## src/rtl/vga_pkg.sv

```systemverilog
// vga_pkg: mode codes, mode-byte field indices and helpers shared by the pattern path
package vga_pkg;
  localparam logic [2:0] MODE_PASS = 3'd0;
  localparam logic [2:0] MODE_1 = 3'd1;
  localparam logic [2:0] MODE_2 = 3'd2;
  localparam logic [2:0] MODE_3 = 3'd3;
  localparam logic [2:0] MODE_4 = 3'd4;
  localparam logic [2:0] MODE_5 = 3'd5;
  localparam logic [2:0] MODE_6 = 3'd6;
  localparam logic [2:0] MODE_7 = 3'd7;
  localparam logic [2:0] MODE_AUTO = MODE_7;
  localparam int TIMING_BIT = 7;
  localparam int MODE_MSB = 6;
  localparam int MODE_LSB = 4;
  function automatic logic [2:0] next_auto_mode(input logic [2:0] m);
    return m == MODE_1 ? MODE_2 : m == MODE_2 ? MODE_4 : m == MODE_4 ? MODE_5 :
           m == MODE_5 ? MODE_6 : MODE_1;
  endfunction
  // the auto request code is shown as mode 1, the first mode of the cycle
  function automatic logic [7:0] apply_cfg(input logic [7:0] b);
    return {b[TIMING_BIT], b[MODE_MSB:MODE_LSB] == MODE_AUTO ? MODE_1 : b[MODE_MSB:MODE_LSB], b[3:0]};
  endfunction
  function automatic logic is_auto(input logic [7:0] b);
    return b[MODE_MSB:MODE_LSB] == MODE_AUTO;
  endfunction
endpackage

```

## src/rtl/frame_dwell_counter.sv

```systemverilog
// frame_dwell_counter: counts frames a mode has been shown, flags the last one
//   clk, rst_n (sync, active-low), clr (hold at 0), en (frame_end step), tc (count at DWELL_FRAMES-1)
module frame_dwell_counter #(
  parameter int DWELL_FRAMES = 64,
  parameter int DWELL_W = 12
) (
  input  logic clk,
  input  logic rst_n,
  input  logic clr,
  input  logic en,
  output logic tc
);
  logic [DWELL_W-1:0] count;
  assign tc = count == DWELL_W'(DWELL_FRAMES - 1);
  always_ff @(posedge clk)
    if (!rst_n || clr) count <= '0;
    else if (en) count <= tc ? '0 : count + 1'b1;
endmodule

```

## src/rtl/mode_scheduler.sv

```systemverilog
// mode_scheduler: sequences the pattern mode byte from reset pads, config writes and auto-cycle
//   clk, rst_n (sync, active-low), ui_in (reset-time byte), frame_end (last-pixel pulse)
//   cfg_valid/cfg_data/cfg_ready (config write, applied at frame end)
//   mode_params (mode byte), param_update (mode_params changed), auto_active (auto-cycle running)
module mode_scheduler
  import vga_pkg::*;
#(
  parameter int DWELL_FRAMES = 64,
  parameter int DWELL_W = 12
) (
  input  logic       clk,
  input  logic       rst_n,
  input  logic [7:0] ui_in,
  input  logic       frame_end,
  input  logic       cfg_valid,
  input  logic [7:0] cfg_data,
  output logic       cfg_ready,
  output logic [7:0] mode_params,
  output logic       param_update,
  output logic       auto_active
);
  localparam logic IDLE = 1'b0;
  localparam logic PENDING = 1'b1;
  logic state;
  logic [7:0] pending;
  logic apply, step, tc, adv;
  assign apply = state == PENDING && frame_end;
  assign step = state == IDLE && frame_end && auto_active;
  assign adv = step && tc;
  assign cfg_ready = state == IDLE;
  // dwell restarts whenever a written byte takes over, and stays at 0 in manual mode
  frame_dwell_counter #(.DWELL_FRAMES(DWELL_FRAMES), .DWELL_W(DWELL_W)) u_dwell (
    .clk(clk),
    .rst_n(rst_n),
    .clr(!auto_active || apply),
    .en(step),
    .tc(tc)
  );
  always_ff @(posedge clk)
    if (!rst_n) begin
      state <= IDLE;
      pending <= '0;
      mode_params <= apply_cfg(ui_in);
      auto_active <= is_auto(ui_in);
      param_update <= 1'b0;
    end else begin
      param_update <= apply || adv;
      if (apply) begin
        mode_params <= apply_cfg(pending);
        auto_active <= is_auto(pending);
        state <= IDLE;
      end else if (adv) begin
        mode_params[MODE_MSB:MODE_LSB] <= next_auto_mode(mode_params[MODE_MSB:MODE_LSB]);
        if (mode_params[MODE_MSB:MODE_LSB] == MODE_6) mode_params[3:0] <= mode_params[3:0] + 4'd1;
      end
      if (state == IDLE && cfg_valid) begin
        pending <= cfg_data;
        state <= PENDING;
      end
    end
endmodule

```

## config.mk

```make
export PLATFORM = sky130hd
export DESIGN_NAME = mode_scheduler
export DESIGN_NICKNAME = d
export VERILOG_FILES = /design/src/rtl/vga_pkg.sv /design/src/rtl/frame_dwell_counter.sv /design/src/rtl/mode_scheduler.sv
export SDC_FILE = /design/constraint.sdc
export NUM_CORES = 1
export LEC_CHECK = 0
export BUFFER_PORTS_ARGS = -buffer_cell sky130_fd_sc_hd__buf_2
export CAP_MARGIN = 20
export CORE_MARGIN = 2
export CORE_UTILIZATION = 53
export CTS_CLUSTER_DIAMETER = 150
export DETAILED_ROUTE_END_ITERATION = 12
export PLACE_DENSITY = 0.78
export SYNTH_ARGS = -nofsm -noshare
export SYNTH_HDL_FRONTEND = slang
export SYNTH_HIERARCHICAL = 1
export SYNTH_SLANG_ARGS = --single-unit
export TNS_END_PERCENT = 1
```

## constraint.sdc

```tcl
create_clock -name clk -period 2.2 [get_ports clk]
set_input_delay 0.33 -clock clk [delete_from_list [all_inputs] [get_ports clk]]
set_output_delay 0.33 -clock clk [all_outputs]
set_load 0.02 [all_outputs]
```

==> impl_metrics.json, run 1 <==
{
  "status": "finished, final reports clean",
  "routabilityCongestion": 0.821,
  "area_growth_pct": 13.0,
  "fin_crit_sh_pct": 89.0,
  "fmax_ghz": 0.511,
  "postCtsSetupBuffers": 0,
  "powerDensity_mw_per_mm2": 664,
  "synth-seq-cells": 31,
  "yosysTopAreaCell": "dfxtp_1",
  "grt-ovfl-total": 0,
  "critPathMaxFanout": 4,
  "drc": 0,
  "yosysUniqueCellTypes": 40,
  "yosys_warnings": 6,
  "critPathRequiredTime_ns": 2.24,
  "fp.dieArea_mm2": 0.00329,
  "path_class": "reg2reg",
  "path_clk_slew_ns": 0.09,
  "htreeDepth": 2,
  "grt_max_degree": 18,
  "dieWidth_um": 57.4,
  "netlist_instances": 168,
  "antenna_found_initial": 0,
  "track_usage_pct": 20.8,
  "max-slew-margin-rel_pct": 66.6,
  "slowest_stage": "or4b_1",
  "postCtsHoldBufs": 0,
  "avgSynthCellArea_um2": 9.00,
  "holdCritPathClass": "in2reg",
  "sequentialPowerShare_pct": 56.7,
  "p_sw_uw": 298,
  "root_buffer": "clkbuf_4",
  "cp_num_buf_inv": 0,
  "setup_tns_ns": 0,
  "ant_nets": 0,
  "ys_async_sr_fraction_pct": 0,
  "dp_hpwl_um": 2340,
  "vias": 1281,
  "viasPerCell": 5.59,
  "layout-drive-gt1-share_pct": 24.2,
  "die_height_um": 57.4,
  "synth_ff_type": "dfxtp_1",
  "synth_area_mm2": 0.00151,
  "cts_buffers": 5,
  "switching_share_pct": 26.2,
  "cts-resized-gates": 0,
  "grt_pass1_vias": 1242,
  "synth_edf_count": 9,
  "cts_buffer_depth": 2,
  "layout_common_cells": "32 x nand2_1, 30 x buf_2, 22 x dfxtp_1",
  "grt_pass1_wl_um": 5220,
  "final_common_cell": "nand2_1",
  "fin_crit_ns": 1.96,
  "dr.pass1.iters": 4,
  "worstSetupEndpointType": "register",
  "power_frac_comb_pct": 14.0,
  "ys_seq_area_share_pct": 47.0,
  "clock_latency_ns": 0.33,
  "syn_nets": 190,
  "path_delay_family": "simple AND/OR/NAND/NOR gates",
  "dp.cells": 221,
  "ir_drop_uv": 454,
  "place.port_buffers": 30,
  "pwr-share-clk_pct": 29.3,
  "finalWirelength_um": 3150,
  "cp.arrival_ns": 2.00,
  "leakage_uw": 0.000669,
  "cap_viol_max_count": 0,
  "synth.top_cell.area_share_pct": 29.1,
  "cts.sinks": 31,
  "drtIter0Drc": 50,
  "path_cells": "ha_1, or4b_1, nor3_2, and2_1, o21ai_0, nand2_1",
  "hold_viol_final": 0,
  "core.rowCount": 19,
  "critPathMaxStageDelay_ns": 0.47,
  "p_int_uw": 837,
  "skew_ns": 0.00504,
  "cts_tree": "built",
  "rsz0062_at_grt": "false",
  "pin_count": 31,
  "core_mm2": 0.00273,
  "instances_no_fill": 229,
  "antenna_cells": 0,
  "avgRoutedWirePerCell_um": 13.8,
  "setup_viol": 0,
  "worst_pin_slew_ns": 0.500,
  "finalNetCount": 219,
  "start_util_pct": 55.3,
  "synth_area_leaders": "dfxtp_1 29%, edfxtp_1 18%, nand2_1 7.9%",
  "setup.worst_path.start_class": "register",
  "finalMaxSlewViolations": 0
}
metrics by stage:
stage	instance area (µm²)	power, µW	worst slack, ns	hold slack, ns	utilization [%]
5_1_grt	1710	1180	0.157	0.238	62.5
3_3_place_gp	1650	807	0.334	0.443	60.3
4_1_cts	1710	1140	0.247	0.228	62.5
3_5_place_dp	1650	815	0.252	0.456	60.3
6_report	1710	1130	0.242	0.238	62.5
2_1_floorplan	1510	763	0.399	0.433	-
routing by layer:
metal / global-route usage [%] / vias up / wire length, µm
li1: - / 637 / -
met1: 25.8 / 594 / 1430
met2: 33.9 / 42 / 1470
met3: 6.80 / 8 / 193
met4: 7.64 / 0 / 59
met5: 0 / - / 0
area by class of cell:
class / count / area (µm²)
clock buffers: 7 / 55.1
clock inverters: 1 / 3.75
fillers: 241 / 1030
inverters: 5 / 18.8
multi-input cells: 124 / 731
flip-flops and latches: 31 / 711
well taps: 31 / 38.8
repair buffers: 30 / 150
Yosys cell counts, types with 2 or more instances:
cell type   n
mux2_2      2
a31oi_1     2
mux2i_1     2
nor3_1      3
o21ai_0     3
nor2b_1     3
nor2_1     19
buf_2       4
or3_1       2
a211o_2     2
nand2_1    32
nand4_1     5
xnor2_1     7
inv_1       4
edfxtp_1    9
buf_6       2
ha_1        2
dfxtp_1    22
nand3_1     7
xor2_1      5
a21oi_1    12
tightest hold or removal path, cell delays in order:
cell and delay, ns:
buf_2 0.10, nand2_1 0.04, a21oi_1 0.05
power by group through the flow:
stage                     clock network (µW)  registers, µW  logic, µW
after CTS                                343            643        159
final                                    333            643        159
after global routing                     362            648        174
after floorplan                            0            673       90.0
after global placement                     0            654        154
after detailed placement                   0            656        158
cell families (layout without fill, tap and decap cells):
kind of cell	after synthesis	in the layout	synth area share, %
xor gates and xnor gates	12	12	6.95
buffers and inverters	13	43	4.63
adders and majority gates	2	2	1.66
AOI/OAI and AO/OA	25	25	10.8
and+or+nand+nor	81	81	26.2
DFF	31	31	47.0
muxes	4	4	2.81
flip-flops by register name (all words and copies together) (netlist names):
| register | cells |
|---|---|
| auto_active | 1 |
| mode_params | 8 |
| u_dwell/count | 12 |
| state | 1 |
| pending | 8 |
| param_update | 1 |
worst paths after layout:
| path | from | end | slack, ns | cells after the start |
|---|---|---|---|---|
| max | u_dwell/count[0] | mode_params[6] | 0.24 | 6 |
| min | cfg_data[1] | pending[1] | 0.24 | 3 |
| max reg2reg | u_dwell/count[0] | mode_params[6] | 0.24 | 6 |
| min reg2reg | pending[0] | pending[0] | 0.47 | 2 |
No activity file was read; power rests on OpenSTA's default activity.
==> run 2: changes to the inputs <==
CORE_UTILIZATION = 48   (was 53)
PLACE_DENSITY = 0.74   (was 0.78)
clock period = 1.7 ns   (was 2.2 ns; I/O delays follow)
==> run 2 against run 1 <==
Against the previous run:
- hold slack worse by 0.083 ns
- clock skew grew 0.0047 ns
- cell area grew 9.4%
- critical endpoint is now mode_params[2]
- the flow now finishes with violations (setup timing)
- fmax grew 12%
- clock power is 46% higher
- die area rose by 9.7%
- largest cell class unchanged
==> impl_metrics.json, run 2 (same netlist as run 1, synthesis figures left out) <==
{
  "status": "finished, violations left",
  "violations": "setup timing",
  "skew_ns": 0.00973,
  "use_met1_pct": 26.7,
  "grt_max_degree": 18,
  "worstSetupEndpointType": "register",
  "whs_path_depth": 3,
  "track_usage_pct": 20.3,
  "holdCritPathClass": "in2reg",
  "gr-usage-met2_pct": 30.9,
  "instances_no_fill": 253,
  "grt_pass1_vias": 1188,
  "dp_hpwl_um": 2430,
  "clock_latency_ns": 0.34,
  "min-delay-start": "cfg_data[3]",
  "avgRoutedWirePerCell_um": 12.6,
  "root_buffer": "clkbuf_4",
  "dp.cells": 244,
  "critPathRequiredTime_ns": 1.76,
  "core.rowCount": 20,
  "largest_reg_flops": 12,
  "cp.arrival_ns": 1.81,
  "cts_buffers": 5,
  "grt_pass1_wl_um": 5300,
  "hold_viol_final": 0,
  "cts_tree": "built",
  "timing.hold.ws_ns": 0.155,
  "routabilityCongestion": 0.891,
  "finalNetCount": 230,
  "reg2reg_slack_ns": -0.05,
  "ant_nets": 0,
  "regMostFlops": "u_dwell/count",
  "area_growth_pct": 23.6,
  "max-slew-margin-rel_pct": 67.6,
  "htreeDepth": 2,
  "dieWidth_um": 60.1,
  "viasPerCell": 5.18,
  "fmax_ghz": 0.572,
  "met3_usage_pct": 6.71,
  "place.port_buffers": 30,
  "worstReg2RegStart": "u_dwell/count[0]",
  "dpl_worst_slack_ns": -0.123,
  "cts_buffer_depth": 2,
  "grt-ovfl-total": 0,
  "worst_pin_slew_ns": 0.485,
  "antenna_found_initial": 0,
  "die_height_um": 60.1,
  "start_util_pct": 49.9,
  "setup_viol": 7,
  "layout_common_cells": "31 x nand2_1, 30 x buf_2, 20 x dfxtp_1",
  "core_mm2": 0.00303,
  "fp.dieArea_mm2": 0.00361,
  "layout-drive-gt1-share_pct": 32.1,
  "reg2reg_depth": 5,
  "gr-max-usage-layer": "met2",
  "path_cells": "ha_4, or4b_4, nor3_4, and2_4, a41o_4",
  "path_clk_slew_ns": 0.09,
  "pin_count": 31,
  "postCtsHoldBufs": 0,
  "final_common_cell": "nand2_1",
  "largestRegisters": "u_dwell/count (12), mode_params (8), pending (8)",
  "leakage_uw": 0.000736,
  "antenna_cells": 0,
  "critPathMaxStageDelay_ns": 0.46,
  "rsz0062_at_grt": "true",
  "fin_crit_sh_pct": 103,
  "drc": 0,
  "rr_endpoint": "mode_params[2]",
  "setup_ws_ns": -0.0494,
  "hold_end": "pending[3]",
  "dr.pass1.iters": 4,
  "finalMaxSlewViolations": 0,
  "setup.worst_path.start_class": "register",
  "powerDensity_mw_per_mm2": 823,
  "finalWirelength_um": 3200,
  "ir_drop_uv": 609,
  "fin_crit_ns": 1.75,
  "critPathMaxFanout": 4,
  "cts.sinks": 31,
  "vias": 1310,
  "path_class": "reg2reg",
  "drtIter0Drc": 51,
  "cap_viol_max_count": 0,
  "slowest_stage": "or4b_4"
}
run 2: changes by cell type in the layout (fill, tap and decap cells not counted), sizes merged:
cell	previous run	this run
buf	30	41
clkbuf	7	8
clkinv	1	0
run 2: cell type report:
cell class / count / area [µm²]
clock buffer: 8 / 68.8
timing repair buffer: 41 / 233
sequential: 31 / 713
tap: 44 / 55.1
fill: 251 / 1160
inverter: 5 / 18.8
multi-input combinational: 124 / 779
run 2: worst max-delay path by stage:
stage                     depth (start not counted)  slack [ns]        endpoint        startpoint
after CTS                                         5       -0.06  mode_params[2]  u_dwell/count[0]
after detailed placement                          6       -0.12  mode_params[5]  u_dwell/count[1]
after floorplan                                   5       -0.06  mode_params[0]  u_dwell/count[1]
final                                             5       -0.05  mode_params[2]  u_dwell/count[0]
after global placement                            6       -0.07  mode_params[5]  u_dwell/count[1]
after global routing                              5       -0.09  mode_params[1]  u_dwell/count[0]
run 2: routing by layer:
metal  part of all wire (%)  vias up
met4                    1.8        0
met2                     45       39
met3                    6.4        6
met5                      0        -
li1                       -      658
met1                     46      607
run 2: worst max-delay path: cells and delay by family, from the launching register on:
kind	cells	cell delay, ns
adder cells (fa/ha/maj)	1	0.13
AND/OR/NAND/NOR	3	0.77
flip-flops	1	0.36
AO/OA/AOI/OAI	1	0.21
run 2: metrics by stage:
step | TNS (ns) | area (µm²) | util, % | power, µW
after detailed placement | -0.799 | 1760 | 58.0 | 1060
after floorplan | -0.408 | 1530 | - | 988
after CTS | -0.288 | 1860 | 61.4 | 1550
after global placement | -0.495 | 1760 | 58.0 | 1050
after global routing | -0.571 | 1870 | 61.7 | 1610
final | -0.242 | 1870 | 61.7 | 1540
run 2: report_power, final:
part           internal [µW]  leakage (µW)  switching [µW]
clock network            243     0.0000386             243
registers                803      0.000270            30.6
logic                   89.9      0.000428             128
total                   1140      0.000736             402
run 2: repair_timing:
| item | 4_1_cts | 5_1_grt |
|---|---|---|
| gates resized for setup | 7 | 1 |
| pin swaps | 4 | 1 |
| setup endpoints to repair | 8 | 15 |
| buffers inserted | 1 | 0 |
